===== src/rtl/elastic_rr_arbiter.sv =====
// Round-robin merge of NUM_IN valid/ready channels onto one registered output,
// holding each grant for a burst of up to BURST_MAX beats.
module elastic_rr_arbiter #(
    parameter int DATA_WIDTH = 32,
    parameter int NUM_IN     = 4,
    parameter int BURST_MAX  = 4
) (
    input  logic                         clk_i,
    input  logic                         rst_ni,
    input  logic                         clr_i,
    input  logic                         en_i,
    input  logic [NUM_IN*DATA_WIDTH-1:0] din_i,
    input  logic [NUM_IN-1:0]            din_v_i,
    output logic [NUM_IN-1:0]            din_r_o,
    output logic [DATA_WIDTH-1:0]        dout_o,
    output logic                         dout_v_o,
    input  logic                         dout_r_i,
    output logic [$clog2(NUM_IN)-1:0]    grant_o,
    output logic                         busy_o
);

    localparam int IDX_W = $clog2(NUM_IN);
    localparam int CNT_W = $clog2(BURST_MAX + 1);
    localparam logic [IDX_W-1:0] LAST_IDX = IDX_W'(NUM_IN - 1);
    localparam logic [CNT_W-1:0] CNT_LAST = CNT_W'(BURST_MAX - 1);
    localparam logic [CNT_W-1:0] CNT_ONE  = CNT_W'(1);

    typedef enum logic [0:0] {
        ST_IDLE   = 1'b0,
        ST_LOCKED = 1'b1
    } state_e;

    state_e                 state_r, state_n;
    logic [IDX_W-1:0]       ptr_r, ptr_n;
    logic [CNT_W-1:0]       cnt_r, cnt_n;
    logic [IDX_W-1:0]       lock_src_r, lock_src_n;
    logic                   out_valid_r, out_valid_n;
    logic [DATA_WIDTH-1:0]  out_data_r, out_data_n;
    logic [IDX_W-1:0]       out_src_r, out_src_n;

    logic [DATA_WIDTH-1:0]  din_arr_s [NUM_IN];
    logic [IDX_W-1:0]       rr_sel_s;
    logic                   rr_any_s;
    logic [IDX_W-1:0]       sel_s;
    logic                   sel_valid_s;
    logic                   slot_free_s;
    logic                   xfer_s;

    // Index successor modulo NUM_IN (NUM_IN need not be a power of two).
    function automatic logic [IDX_W-1:0] inc_idx(input logic [IDX_W-1:0] idx);
        if (idx == LAST_IDX) begin
            return {IDX_W{1'b0}};
        end else begin
            return idx + IDX_W'(1);
        end
    endfunction

    // Folds ptr+offset (at most 2*NUM_IN-2) back into the source range.
    function automatic logic [IDX_W-1:0] wrap_idx(input int v);
        if (v >= NUM_IN) begin
            return IDX_W'(v - NUM_IN);
        end else begin
            return IDX_W'(v);
        end
    endfunction

    for (genvar g = 0; g < NUM_IN; g++) begin : g_unpack
        assign din_arr_s[g] = din_i[g*DATA_WIDTH +: DATA_WIDTH];
    end

    // Round-robin search starting at ptr; descending loop so the nearest offset wins.
    always_comb begin
        rr_sel_s = {IDX_W{1'b0}};
        rr_any_s = 1'b0;
        for (int off = NUM_IN - 1; off >= 0; off--) begin
            if (din_v_i[wrap_idx(int'(ptr_r) + off)]) begin
                rr_sel_s = wrap_idx(int'(ptr_r) + off);
                rr_any_s = 1'b1;
            end else begin
                rr_any_s = rr_any_s;
            end
        end
    end

    // Candidate source: the locked owner while a burst is open, else the round-robin pick.
    always_comb begin
        sel_s       = rr_sel_s;
        sel_valid_s = rr_any_s;
        if (state_r == ST_LOCKED) begin
            sel_s       = lock_src_r;
            sel_valid_s = 1'b1;
        end else begin
            sel_s       = rr_sel_s;
            sel_valid_s = rr_any_s;
        end
    end

    assign slot_free_s = !out_valid_r || dout_r_i;
    assign xfer_s      = en_i && slot_free_s && sel_valid_s && din_v_i[sel_s];

    // Ready is offered to the candidate without looking at its valid.
    always_comb begin
        din_r_o = {NUM_IN{1'b0}};
        if (en_i && slot_free_s && sel_valid_s) begin
            din_r_o[sel_s] = 1'b1;
        end else begin
            din_r_o = {NUM_IN{1'b0}};
        end
    end

    // Next-state logic for the burst FSM, pointer, counter and output stage.
    always_comb begin
        state_n     = state_r;
        ptr_n       = ptr_r;
        cnt_n       = cnt_r;
        lock_src_n  = lock_src_r;
        out_valid_n = out_valid_r;
        out_data_n  = out_data_r;
        out_src_n   = out_src_r;
        if (en_i && slot_free_s) begin
            out_valid_n = xfer_s;
            if (xfer_s) begin
                out_data_n = din_arr_s[sel_s];
                out_src_n  = sel_s;
            end else begin
                out_data_n = out_data_r;
                out_src_n  = out_src_r;
            end
            case (state_r)
                ST_IDLE: begin
                    if (xfer_s) begin
                        cnt_n = CNT_ONE;
                        if (BURST_MAX > 1) begin
                            state_n    = ST_LOCKED;
                            lock_src_n = sel_s;
                        end else begin
                            ptr_n = inc_idx(sel_s);
                        end
                    end else begin
                        state_n = ST_IDLE;
                    end
                end
                ST_LOCKED: begin
                    if (xfer_s) begin
                        cnt_n = cnt_r + CNT_ONE;
                        if (cnt_r == CNT_LAST) begin
                            state_n = ST_IDLE;
                            ptr_n   = inc_idx(lock_src_r);
                        end else begin
                            state_n = ST_LOCKED;
                        end
                    end else begin
                        // Owner dropped valid with the slot free: release, costing one bubble.
                        state_n = ST_IDLE;
                        ptr_n   = inc_idx(lock_src_r);
                    end
                end
                default: begin
                    state_n = ST_IDLE;
                end
            endcase
        end else begin
            state_n = state_r;
        end
    end

    // State and output register; clr_i flushes everything ahead of en_i.
    always_ff @(posedge clk_i or negedge rst_ni) begin
        if (!rst_ni) begin
            state_r     <= ST_IDLE;
            ptr_r       <= {IDX_W{1'b0}};
            cnt_r       <= {CNT_W{1'b0}};
            lock_src_r  <= {IDX_W{1'b0}};
            out_valid_r <= 1'b0;
            out_data_r  <= {DATA_WIDTH{1'b0}};
            out_src_r   <= {IDX_W{1'b0}};
        end else if (clr_i) begin
            state_r     <= ST_IDLE;
            ptr_r       <= {IDX_W{1'b0}};
            cnt_r       <= {CNT_W{1'b0}};
            lock_src_r  <= {IDX_W{1'b0}};
            out_valid_r <= 1'b0;
            out_data_r  <= {DATA_WIDTH{1'b0}};
            out_src_r   <= {IDX_W{1'b0}};
        end else begin
            state_r     <= state_n;
            ptr_r       <= ptr_n;
            cnt_r       <= cnt_n;
            lock_src_r  <= lock_src_n;
            out_valid_r <= out_valid_n;
            out_data_r  <= out_data_n;
            out_src_r   <= out_src_n;
        end
    end

    assign dout_o   = out_data_r;
    assign dout_v_o = out_valid_r && en_i;
    assign grant_o  = out_src_r;
    assign busy_o   = (state_r == ST_LOCKED) || out_valid_r;

endmodule


===== config.mk =====
export PLATFORM = sky130hd
export DESIGN_NAME = elastic_rr_arbiter
export DESIGN_NICKNAME = d
export VERILOG_FILES = /design/src/rtl/elastic_rr_arbiter.sv
export SDC_FILE = /design/constraint.sdc
export NUM_CORES = 1
export LEC_CHECK = 0
export CORE_ASPECT_RATIO = 1.25
export CORE_UTILIZATION = 38
export CTS_CLUSTER_SIZE = 12
export DETAILED_ROUTE_END_ITERATION = 7
export PLACE_DENSITY_LB_ADDON = 0.25
export RECOVER_POWER = 25
export SYNTH_ARGS = -nofsm -noshare
export SYNTH_HDL_FRONTEND = slang
export SYNTH_SLANG_ARGS = --single-unit

===== constraint.sdc =====
create_clock -name clk_i -period 3.16 [get_ports clk_i]
set_input_delay 0.79 -clock clk_i [delete_from_list [all_inputs] [get_ports clk_i]]
set_output_delay 0.79 -clock clk_i [all_outputs]
set_load 0.005 [all_outputs]

==> out/results.txt <==
status - complete, no violations
starting DRC count in detailed routing - 164
Critical Path End Type - output port
Crit path largest cell delay - 0.26 ns
via/cell ratio - 5.40
most common cell after layout, fill and taps aside - clkdlybuf4s50_1
Leakage - 2.14 nW
Syn Nets - 460
IO Count - 177
gr ovfl total - 0
Synth area leaders - dfrtp_1 36%, mux2i_1 23%, a32o_1 11%, nand2_1 9.5%, buf_2 2.5%
P_sw - 647 uW
H-Tree Depth - 2
reg2reg start - ptr_r[0]
setup slack, reg-to-reg - 0.47 ns
hold slack - 0.495 ns
largest net degree at the start of global routing - 44
worst slew pin tran - 1.10 ns
Sw Share - 0.335
GPL Wtd Cong - 0.865
CP Buf/Inv Count - 4
Final setup viols - 0
FFs w/ async S/R, synth - 1.00
Initial Util - 0.399
final slew viol count - 0
port bufs - 176
Distinct cells, synth - 43
number of flops mapped to enable cells by yosys - 0
Tcrit/Tclk final - 0.978
Clock Latency Late Sink - 0.30 ns
CTS Buffer Depth - 2
mapped cell area - 3010 um2
top-area cell type share of the netlist area - 0.358
skew final - 0.00716 ns
combinational power share - 0.468
dominant delay contributor by cell family on the critical path - buffers and inverters
fill count - 626
clock power share - 0.186
pre-CTS worst setup slack - -0.564 ns
# nets final - 650
unrepaired setup endpoints after global routing - false
sequential share of the synthesized area - 0.358
#FFs+latches synth - 43
Detailed Routing Iterations Pass 1 - 4
core area - 7530 um2
antenna violations before repair - 0
worst min-delay path category - reg -> reg
wire per inst - 16.4 um
cell breakdown of the critical path - dlygate4sd2_1 > buf_4 > buf_4 > or2_4 > nor3_4 > nor2_2 > nand2_1 > nor2_1 > dlygate4sd2_1
Hold Startpoint - dout_o[30]
Die Wd - 81.5 um
post-layout util - 0.691
final worst setup slack - 0.0697 ns
CTS tree - built
clock slew at reported path FFs - 0.09 ns
All-Layer GR Usage - 0.245
Worst Path Arrival - 2.30 ns
DIE AREA - 8270 um2
standard-cell rows - 35
worst setup path class - in -> out
number of remaining DRC errors - 0
setup TNS - 0 ns
syn_area_per_cell - 9.36 um2
clock root cell - clkbuf_8
top_reg_cell synth - dfrtp_1
area grow syn2layout - 73.1%
CP Max Fanout - 4
diodes inserted - 0
Die Height - 101 um
fmax - 324 MHz
Ys Warns - 0
Multi-input gate area - 1860 um2
dpl hpwl - 7300 um
TritonCTS buffer count - 5
CP startpoint kind - input pin
first-pass GRT wire length - 15,500 um
Via Count - 3,264
PD cells - 372 nW/um2
Mapped Cells - 321
area leader, netlist - dfrtp_1
share of layout cells above drive strength 1 - 0.125
relative slew slack - 0.265
hold_buf cts - 0
slowest cell on the critical path - or2_4
vias in the first global route - 3,322
sequential share of power - 0.346
Storage cell area - 1080 um2
WP data required - 2.37 ns
commonest cells after routing, fill and taps aside - 167 x clkdlybuf4s50_1, 76 x nand2_1, 69 x mux2i_1
CP Launch Point - din_v_i[1]
endpoints failing hold - 0
peak supply drop - 0.276 mV
Max Cap Violations - 0
post-layout min period - 3.09 ns
ANT nets after route - 0
internal power - 1.29 mW
Routed WL - 9920 um
clock sink count - 43
## final timing paths
check / endpoint / cells after the start
min in group asynchronous: lock_src_r[1] / 1
worst max register to register: dout_o[17] / 12
worst min-delay path: dout_o[30] / 1
worst min register to register: dout_o[30] / 1
max in group asynchronous: ptr_r[0] / 1
worst max-delay path: din_r_o[2] / 9
## flip-flops by register name, summed over array words and instances, names as in the netlist
signal / cells
lock_src_r: 2
cnt_r: 3
out_valid_r: 1
state_r: 1
dout_o: 32
grant_o: 2
ptr_r: 2
## synth_stat cells (all sizes together), types with 2 or more instances
master and count:
o221ai 2, clkbuf 9, a32o 32, a2111oi 2, o221a 2, ha 2, nor2b 2, nand2b 2
or2 3, buf 17, mux2i 69, a211oi 2, dfrtp 43, and2 2, mux2 3, nand2 76
inv 8, o31ai 3, a21oi 7, nor3 3, o21ai 2, nor2 13
## kinds of logic (layout without fill, tap and decap cells)
family          after synthesis  count (layout)  share of synthesized area
buf+inv                      34             225                     0.0500
compound gates               63              63                      0.193
simple gates                106             106                      0.147
mux                          72              72                      0.241
fa+ha+maj                     2               2                    0.00833
xor+xnor                      1               1                    0.00291
flops                        43              43                      0.358
## power by group through the flow
stage	registers (mW)	clock network (mW)	logic [mW]
floorplan	0.674	0	0.406
global placement	0.673	0	0.871
detailed placement	0.677	0	0.884
CTS	0.667	0.369	0.898
global route	0.679	0.392	0.981
finish	0.668	0.360	0.905
## area by class of cell
cell class,count,share of cell area
Inverter,8,0.00577
Timing Repair Buffer,209,0.391
Sequential cell,43,0.207
Clock inverter,3,0.00385
Clock buffer,5,0.0132
Multi-Input combinational cell,244,0.357
Tap cell,92,0.0221
## metal layers
layer / wire length (um) / up-vias / global-route usage
li1: - / 1558 / -
met1: 3710 / 1556 / 0.286
met2: 5240 / 137 / 0.431
met3: 801 / 13 / 0.0514
met4: 170 / 0 / 0.0962
met5: 0 / - / 0
## through the flow
stage,cells,cell area [um2],total power [mW]
floorplan,321,3010,1.08
global placement,589,5000,1.54
detailed placement,589,5000,1.56
CTS,602,5170,1.93
global route,604,5200,2.05
finish,604,5200,1.93
## timing repair
| item | in CTS | in global routing |
|---|---|---|
| setup buffers | 5 | 1 |
| cloned | 0 | 1 |
| gates resized for setup | 26 | 6 |
| hold endpoints to repair | 0 | 0 |
| setup endpoints to repair | 36 | 37 |
| pin swaps | 5 | 1 |
Note: power is estimated with default switching activity, not from simulation.
